File: src/rtl/conv_pkg.sv
// Shared types and default geometry for the 3x3 convolution window sequencer.
//   DEF_PIX_W / DEF_IMG_W / DEF_IMG_H : default pixel width and image size
//   DEF_WIN_W                         : width of one packed 3x3 window
//   state_t                           : read-side FSM states
package conv_pkg;

    localparam int unsigned DEF_PIX_W = 8;
    localparam int unsigned DEF_IMG_W = 28;
    localparam int unsigned DEF_IMG_H = 28;
    localparam int unsigned DEF_WIN_W = 9 * DEF_PIX_W;

    typedef enum logic {
        IDLE = 1'b0,
        READ = 1'b1
    } state_t;

endpackage

File: src/rtl/line_buffer.sv
// One image line of pixel storage with a single write port and a
// combinational three-pixel read starting at rd_col.
//   clk     : write clock
//   wr_en   : write pixel wr_data at column wr_col
//   wr_col  : write column
//   wr_data : pixel to store
//   rd_col  : leftmost column of the three-pixel read (<= IMG_W-3)
//   rd_data : pixel rd_col+p in bits [p*PIX_W +: PIX_W], p = 0..2
module line_buffer
    import conv_pkg::*;
#(
    parameter  int unsigned IMG_W = DEF_IMG_W,
    parameter  int unsigned PIX_W = DEF_PIX_W,
    localparam int unsigned CW    = $clog2(IMG_W)
) (
    input  logic               clk,
    input  logic               wr_en,
    input  logic [CW-1:0]      wr_col,
    input  logic [PIX_W-1:0]   wr_data,
    input  logic [CW-1:0]      rd_col,
    output logic [3*PIX_W-1:0] rd_data
);

    logic [PIX_W-1:0] mem [IMG_W];

    // Pixel storage; contents are don't-care until written, so no reset.
    always_ff @(posedge clk) begin
        if (wr_en) begin
            mem[wr_col] <= wr_data;
        end
    end

    // Three adjacent pixels, leftmost in the low bits.
    always_comb begin
        rd_data = '0;
        for (int p = 0; p < 3; p++) begin
            rd_data[p*PIX_W +: PIX_W] = mem[rd_col + CW'(p)];
        end
    end

endmodule

File: src/rtl/conv_window_ctrl.sv
// Sequencer in front of the 3x3 conv engine. Raster pixels are written into
// four rotating line buffers; once three full lines are present one row of
// valid (unpadded) 3x3 windows is issued, one window per cycle.
//   i_clk, i_rst    : clock, asynchronous active-high reset
//   i_pixel         : raster-order input pixel
//   i_pixel_valid   : i_pixel valid, taken when o_pixel_ready is high
//   o_pixel_ready   : controller can accept a pixel this cycle
//   o_window        : 3x3 window, byte k = row k/3, col k%3, row 0 on top
//   o_window_valid  : o_window valid
//   o_line_done     : pulse with the last window of an output row
//   o_frame_done    : pulse with the last window of the frame
module conv_window_ctrl
    import conv_pkg::*;
#(
    parameter  int unsigned IMG_W = DEF_IMG_W,
    parameter  int unsigned IMG_H = DEF_IMG_H,
    parameter  int unsigned PIX_W = DEF_PIX_W,
    localparam int unsigned WIN_W = 9 * PIX_W
) (
    input  logic             i_clk,
    input  logic             i_rst,
    input  logic [PIX_W-1:0] i_pixel,
    input  logic             i_pixel_valid,
    output logic             o_pixel_ready,
    output logic [WIN_W-1:0] o_window,
    output logic             o_window_valid,
    output logic             o_line_done,
    output logic             o_frame_done
);

    localparam int unsigned CW    = $clog2(IMG_W);
    localparam int unsigned FW    = $clog2(4 * IMG_W + 1);
    localparam int unsigned LW    = $clog2(IMG_H + 1);
    localparam int unsigned RW    = $clog2(IMG_H - 1);
    localparam int unsigned ROW_W = 3 * PIX_W;

    state_t          state;
    state_t          state_nxt;

    logic [CW-1:0]   wr_col;
    logic [1:0]      wr_sel;
    logic [LW-1:0]   lines_in;
    logic [FW-1:0]   fill;
    logic [FW-1:0]   fill_nxt;
    logic [CW-1:0]   rd_col;
    logic [1:0]      rd_sel;
    logic [1:0]      sel_mid;
    logic [1:0]      sel_bot;
    logic [RW-1:0]   rows_out;

    logic            accept;
    logic            read_last;
    logic            frame_end;
    logic [3:0]      wr_en;
    logic [ROW_W-1:0] lb_rd [4];

    logic [WIN_W-1:0] win_nxt;
    logic            win_vld_nxt;
    logic            line_done_nxt;
    logic            frame_done_nxt;

    // Stall input when all four buffers are full or the whole frame is in.
    assign o_pixel_ready = !((fill == FW'(4 * IMG_W)) || (lines_in == LW'(IMG_H)));
    assign accept        = i_pixel_valid && o_pixel_ready;

    assign read_last = (state == READ) && (rd_col == CW'(IMG_W - 3));
    assign frame_end = read_last && (rows_out == RW'(IMG_H - 3));

    // Row completion frees one line; simultaneous accept and release net out.
    assign fill_nxt = fill + FW'(accept) - (read_last ? FW'(IMG_W) : FW'(0));

    assign sel_mid = rd_sel + 2'd1;
    assign sel_bot = rd_sel + 2'd2;

    // Four rotating line buffers; only the one selected by wr_sel is written.
    for (genvar i = 0; i < 4; i++) begin : g_lb
        assign wr_en[i] = accept && (wr_sel == 2'(i));

        line_buffer #(
            .IMG_W (IMG_W),
            .PIX_W (PIX_W)
        ) u_lb (
            .clk     (i_clk),
            .wr_en   (wr_en[i]),
            .wr_col  (wr_col),
            .wr_data (i_pixel),
            .rd_col  (rd_col),
            .rd_data (lb_rd[i])
        );
    end

    // FSM state register.
    always_ff @(posedge i_clk or posedge i_rst) begin
        if (i_rst) begin
            state <= IDLE;
        end else begin
            state <= state_nxt;
        end
    end

    // FSM next state: start a row once three lines are buffered.
    always_comb begin
        state_nxt = state;
        case (state)
            IDLE: begin
                if ((fill >= FW'(3 * IMG_W)) && (rows_out < RW'(IMG_H - 2))) begin
                    state_nxt = READ;
                end
            end
            READ: begin
                if (rd_col == CW'(IMG_W - 3)) begin
                    state_nxt = IDLE;
                end
            end
        endcase
    end

    // FSM outputs: window mux and pulse flags for the output register.
    always_comb begin
        win_nxt        = o_window;
        win_vld_nxt    = 1'b0;
        line_done_nxt  = 1'b0;
        frame_done_nxt = 1'b0;
        if (state == READ) begin
            win_nxt        = {lb_rd[sel_bot], lb_rd[sel_mid], lb_rd[rd_sel]};
            win_vld_nxt    = 1'b1;
            line_done_nxt  = read_last;
            frame_done_nxt = frame_end;
        end
    end

    // Output register.
    always_ff @(posedge i_clk or posedge i_rst) begin
        if (i_rst) begin
            o_window       <= '0;
            o_window_valid <= 1'b0;
            o_line_done    <= 1'b0;
            o_frame_done   <= 1'b0;
        end else begin
            o_window       <= win_nxt;
            o_window_valid <= win_vld_nxt;
            o_line_done    <= line_done_nxt;
            o_frame_done   <= frame_done_nxt;
        end
    end

    // Write/read counters. Frame end drops the two leftover lines so the next
    // frame starts from an empty, aligned buffer set.
    always_ff @(posedge i_clk or posedge i_rst) begin
        if (i_rst) begin
            wr_col   <= '0;
            wr_sel   <= '0;
            lines_in <= '0;
            fill     <= '0;
            rd_col   <= '0;
            rd_sel   <= '0;
            rows_out <= '0;
        end else if (frame_end) begin
            wr_col   <= '0;
            wr_sel   <= '0;
            lines_in <= '0;
            fill     <= '0;
            rd_col   <= '0;
            rd_sel   <= '0;
            rows_out <= '0;
        end else begin
            fill <= fill_nxt;
            if (accept) begin
                if (wr_col == CW'(IMG_W - 1)) begin
                    wr_col   <= '0;
                    wr_sel   <= wr_sel + 2'd1;
                    lines_in <= lines_in + LW'(1);
                end else begin
                    wr_col <= wr_col + CW'(1);
                end
            end
            if (state == READ) begin
                if (read_last) begin
                    rd_col   <= '0;
                    rd_sel   <= rd_sel + 2'd1;
                    rows_out <= rows_out + RW'(1);
                end else begin
                    rd_col <= rd_col + CW'(1);
                end
            end
        end
    end

endmodule
File: config.mk
export PLATFORM = sky130hd
export DESIGN_NAME = conv_window_ctrl
export DESIGN_NICKNAME = d
export VERILOG_FILES = /design/src/rtl/conv_pkg.sv /design/src/rtl/line_buffer.sv /design/src/rtl/conv_window_ctrl.sv
export SDC_FILE = /design/constraint.sdc
export NUM_CORES = 2
export LEC_CHECK = 0
export ABC_CLOCK_PERIOD_IN_PS = 5250
export BUFFER_PORTS_ARGS = -buffer_cell sky130_fd_sc_hd__buf_2
export CELL_PAD_IN_SITES_DETAIL_PLACEMENT = 0
export CELL_PAD_IN_SITES_GLOBAL_PLACEMENT = 2
export CORE_ASPECT_RATIO = 1.5
export CORE_MARGIN = 2
export CORE_UTILIZATION = 48
export CTS_CLUSTER_SIZE = 25
export DETAILED_ROUTE_END_ITERATION = 12
export PLACE_DENSITY = 0.87
export SLEW_MARGIN = 20
export SYNTH_ARGS = -nofsm -noshare
export SYNTH_HDL_FRONTEND = slang
export SYNTH_SLANG_ARGS = --single-unit
File: constraint.sdc
create_clock -name i_clk -period 5.25 [get_ports i_clk]
set_clock_uncertainty 0.05 [all_clocks]
set_input_delay 1.05 -clock i_clk [delete_from_list [all_inputs] [get_ports i_clk]]
set_output_delay 1.05 -clock i_clk [all_outputs]
set_load 0.05 [all_outputs]
Yosys cells after proc, flatten, opt, wreduce, memory -nomap -nowiden:

Memories as Yosys holds them, arrays and structs flattened.
Cells that the tools add are included.

* register bits: 107
* input port bits: 11
* memories kept: 4
* output and inout bits: 76
* bits in writable memories: 896

* $add $sub $neg: 10
* eq/ne operators: 8
* bitwise operators: 4
* reductions and logical operators: 17
* $lt $le $gt $ge: 5
* muxes and demuxes: 43

Memory list
* g_lb[0].u_lb.mem: depth 28, bits a word 8, read ports 3, clocked after memory_dff 0, write ports 1, RTL line line_buffer.sv:24 `logic [PIX_W-1:0] mem [IMG_W];`
* g_lb[1].u_lb.mem: depth 28, bits a word 8, read ports 3, clocked after memory_dff 0, write ports 1, RTL line line_buffer.sv:24
* g_lb[2].u_lb.mem: depth 28, bits a word 8, read ports 3, clocked after memory_dff 0, write ports 1, RTL line line_buffer.sv:24
* g_lb[3].u_lb.mem: depth 28, bits a word 8, read ports 3, clocked after memory_dff 0, write ports 1, RTL line line_buffer.sv:24

Operators by type and width (count)
* 24-bit binary-select mux with 2-bit select: 3
* 24-bit 2-to-1 mux: 6
* 5-bit 2-to-1 mux: 13
* 5-bit by 1-bit adder with 5-bit output, second input constant: 4
* 5-bit equality test, second input constant: 4
* 1-bit 2-to-1 mux: 13
* 2-bit 2-to-1 mux: 6
* 3-bit greater-or-equal comparator, second input constant: 3
* 2-bit inverter with 3-bit output: 3
* 1-bit logical AND: 8
* 2-bit nonzero test: 4
* 7-bit by 1-bit adder with 7-bit output: 1
* 7-bit equality test, second input constant: 1
* 7-bit greater-or-equal comparator, second input constant: 1
* 7-bit 2-to-1 mux: 1
* 7-bit by 5-bit subtractor with 7-bit output: 1
* 5-bit by 2-bit adder with 5-bit output, second input constant: 1
* 5-bit less-than comparator, second input constant: 1
* 2-bit by 1-bit adder with 2-bit output, second input constant: 2
* 2-bit equality test, second input constant: 2
* 2-bit AND reduction: 2
* 2-bit adder, second input constant: 1
* 2-bit by 1-bit equality test with 1-bit output, second input constant: 1
* 2-bit zero test: 1
* other kinds (4): 4

Depth between registers and ports, before layout:

* word-level depth: 7
* gate-level depth with buffers: 18
* gate-level depth less buffers: 15

Cells and area by module:

From an unflattened synthesis, not the netlist that was laid out.

* cells, all modules: 3436
* area total of the unflattened synthesis: 57313.7 um2

Modules (own cells, without submodules)
* line_buffer: times used 4, sequential area each 6726.5 um2, area an instance 12729.7 um2, cells each 747
* conv_window_ctrl: times used 1, sequential area each 2677.6 um2, area an instance 6394.9 um2, cells each 448

Worst setup path before layout:

No wires, ideal clock.

* kind: register to register
* start point: reg rd_col[1]
* end point: reg o_window[39]
* arrival time: 3.501 ns
* cell stages (with the launch flop): 17
* buffers on the path: 8
* slack: 1.562 ns
* data required time: 5.063 ns
* period minus slack after synthesis: 3.688 ns
* library setup time: 0.137 ns
* cells stage by stage: dfrtp_1 > buf_4 > buf_4 > buf_4 > clkinv_1 > clkbuf_1 > ha_1 > buf_6 > buf_6 > buf_4 > buf_2 > mux4_2 > and4_1 > nor4_1 > a21oi_1 > nor4_1 > a21oi_1

* longest elaborated chain between the ends: 5
* elaborated cells on any way between the ends: 8

RTL lines
* from (decl): RTL line conv_window_ctrl.sv:45 `logic [CW-1:0] rd_col;`
* from (signal assigned): RTL line conv_window_ctrl.sv:183 `rd_col <= rd_col + CW'(1);`
* 5-bit by 1-bit adder with 5-bit output *: RTL line line_buffer.sv:37 `rd_data[p*PIX_W +: PIX_W] = mem[rd_col + CW'(p)];`
* memory read 28 x 8 bit
* 24-bit binary-select mux with 2-bit select *: RTL line conv_window_ctrl.sv:125 `win_nxt = {lb_rd[sel_bot], lb_rd[sel_mid], lb_rd[rd_sel]};`
* 24-bit 2-to-1 mux (implied by the code) * (2 in series): RTL line conv_window_ctrl.sv:125
* to (signal assigned): RTL line conv_window_ctrl.sv:140 `o_window <= win_nxt;`
* to (decl): RTL line conv_window_ctrl.sv:25 `output logic [WIN_W-1:0] o_window,`

Mark *: on every way between the ends. The rest lies on a longest branch, timed or not. The select of a mux whose other input is x is not followed.
A chain may end at the register's enable or synchronous reset.

Worst setup path after layout:

* start point: reg rd_col[0]
* end point: reg o_window[39]

Same word-level chain as after synthesis.

==> metrics.md <==
| Metric | Value |
|---|---|
| Outcome | completed |
| DR vias/cell | 7.30 |
| Setup tns final | 0 ns |
| Main synth FF type | edfxtp_1 |
| Final setup viols | 0 |
| Cell Chain, Critical Path | ha_1, xnor2_4, buf_12, mux2i_1, nor3_1, nor4_1, buf_4, a21oi_1, nor4_1, a21oi_1 |
| Clock root cell | clkbuf_16 |
| Largest net degree at the start of global routing | 112 |
| Compound-Gate Fraction of Synth Area | 8.00% |
| Crit share post-route | 95.0% |
| Final WL | 221 mm |
| Sequential area share after synthesis | 52.9% |
| Clk Latency, worst-skew pair | 0.73 ns |
| Number of synthesized register bits | 1003 |
| Die outline area | 119000 sq um |
| CP delay by family, top | simple AND/OR/NAND/NOR gates |
| Worst path arrival time | 5.54 ns |
| Worst EP required | 5.80 ns |
| Post-synthesis mux area share | 28.8% |
| Clock slew at reported path FFs | 0.07 ns |
| TritonCTS sink count | 1003 |
| Syn Inst Count | 3658 |
| Dpl ws | 0.697 ns |
| Adder-Cell Fraction of Synth Area | 0.627% |
| RSZ-0062 raised after global routing | false |
| Crit end category | flop |
| Num CTS Buffers | 96 |
| Largest buffer count on any clock path | 3 |
| Number of port buffers | 86 |
| Async set-reset flop share out of synthesis | 10.7% |
| Die height | 422 um |
| CTS tree | yes |
| First-pass GRT wire length | 305 mm |
| Number of top-level pins | 87 |
| Dominant cell type by area after synthesis | edfxtp_1 |
| Top-area cell type share of the netlist area | 48.1% |
| FP Rows | 153 |
| Worst min-delay path class | primary input to async pin |
| Worst-margin pin slew | 1.36 ns |
| Largest family of logic cells by synthesized area | multiplexers |
| Post-CTS Hold Fix Bufs | 0 |
| Die W | 283 um |
| Post-DR wirelength/cell | 40.3 um |
| CP max stage cell | nor4_1 |
| Achievable Freq | 0.200 GHz |
| Mapped cell area | 55900 sq um |
| Post-Synth Simple-Gate Area | 5.45% |
| Setup CP Type | flop to flop |
| Drt initial violations | 6006 |
| Final core utilization | 53.8% |
| Worst Path Buf+Inv | 2 |
| Area Growth Syn to Fin | 11.5% |
| Routed Antenna Nets | 0 |
| Max-slew headroom | 8.56% |
| Fraction of layout cells with a size suffix above 1 | 30.8% |
| # Post-CTS Setup Buffers | 0 |
| Synth warn | 0 |
| Hold Vio Cnt, Final | 0 |
| CP Max Fanout | 25 |
| Max incr delay on CP | 0.89 ns |
| Final worst setup slack | 0.262 ns |
| Syn_nets | 3697 |
| Max Slew Vio Count | 0 |
| H-tree levels | 3 |
| Count of cell types in the netlist | 79 |
| Core Footprint | 116000 sq um |
| Post-synth EDFFs | 896 |
| Nets | 3855 |
| Finished Cell Area | 62300 sq um |
| Post_cts resized | 0 |
| Initial antenna violation count | 11 |
| Vias | 39.9k |
| Min cycle time layout | 4.99 ns |
| Tot GR Track Use | 37.3% |
| Pre-antenna DRT Iters | 6 |
| CP Launch Type | flop |
| DP HPWL | 157 mm |
| DP Area | 58900 sq um |
| Top post-synthesis cells by area | edfxtp_1 48%, mux4_2 22%, mux2i_1 5.5% |
| Via count of the first global-routing pass | 38.7k |
| Final routed DRC violation total | 0 |
| Max cap viols | 0 |
| Routability Congestion | 1.03 |
| Xor and xnor area share after synthesis | 0.325% |
| Initial Util | 48.3% |
| Average size of a mapped cell | 15.3 sq um |
| Grt total ovfl | 0 |
metrics by stage:
step | hold WS (ns) | cells
after floorplan | 0.360 | 3658
after global placement | 0.409 | 5267
after detailed placement | 0.421 | 5267
after CTS | 0.373 | 5448
after global routing | 0.431 | 5449
final | 0.363 | 5466
worst paths after layout:
path                                          start                        to  slack [ns]  depth (start not counted)
min                                           i_rst   o_window[4]$_DFFE_PP0P_        0.36                          2
max in group asynchronous                     i_rst  o_window[11]$_DFFE_PP0P_        3.67                          3
max                           rd_col[0]$_DFFE_PP0P_  o_window[39]$_DFFE_PP0P_        0.26                         10
max reg2reg                   rd_col[0]$_DFFE_PP0P_  o_window[39]$_DFFE_PP0P_        0.26                         10
min in group i_clk         o_window[43]$_DFFE_PP0P_  o_window[43]$_DFFE_PP0P_        0.43                          1
min reg2reg                o_window[43]$_DFFE_PP0P_  o_window[43]$_DFFE_PP0P_        0.43                          1
cells in the mapped netlist, drive strengths merged (8+ instances only):
cell     count
clkbuf      95
a32oi       17
nor2b       35
xnor2       12
o221ai      44
o22ai       73
and2        14
edfxtp     896
o21ai       72
ha          28
mux2i      309
nor4         8
a21oi       99
a221o        9
nor3        44
mux2        80
buf        229
a31oi       26
inv         27
o31ai       15
mux4       538
nand3       54
a221oi      35
a21o         8
a2111oi     18
nand2      246
a22oi       55
and3        18
a211oi      68
a22o        10
nor2       247
o211ai      25
dfrtp      107
a32o         8
final cells by class:
class	count	area, sq um
clock inverter	56	754
multi-input combinational	2303	24300
antenna	17	42.5
clock buffer	125	2620
inverter	28	110
tap	1550	1940
sequential	1003	29600
fill	9324	53500
timing repair buffer	384	2990
metal layers:
layer | GRT usage (%) | part of all wire, % | vias up
met2 | 57.5 | 46 | 3159
met3 | 10.4 | 12 | 862
met5 | 0 | 0.022 | -
li1 | - | - | 15500
met4 | 32.4 | 11 | 6
met1 | 42.5 | 31 | 20400
sequential cells by signal, indices dropped and copies added, names as in the netlist:
signal	count
o_window_valid	1
fill	7
o_window	72
g_lb.u_lb.mem	896
rd_sel	2
rd_col	5
lines_in	5
o_line_done	1
state	1
wr_col	5
o_frame_done	1
rows_out	5
wr_sel	2
placed cells by master, fill, tap and decap left out, types with 34 or more instances in the layout:
cell and instances:
nor2_1 242, nand3_1 53, edfxtp_1 896, buf_2 78, mux4_2 538, o221ai_1 44
clkbuf_16 97, dfrtp_1 99, nand2_1 246, mux2i_1 309, nor2b_1 34, nor3_1 42
a21oi_1 99, a221oi_1 35, a22oi_1 55, buf_4 281, mux2_2 78, o22ai_1 73
o21ai_0 58, a211oi_1 68
cell families (layout without fill, tap and decap cells):
group                      Yosys count  after routing
muxes                              927            927
xor gates and xnor gates            19             19
adders and majority gates           28             28
DFF                               1003           1003
AOI/OAI and AO/OA                  632            632
buffers and inverters              352            593
and+or+nand+nor                    697            697
other                                0             17
Power is left out: the tool's default activity adds up to more than one toggle a clock period on the data nets, which glitch-free logic cannot reach.
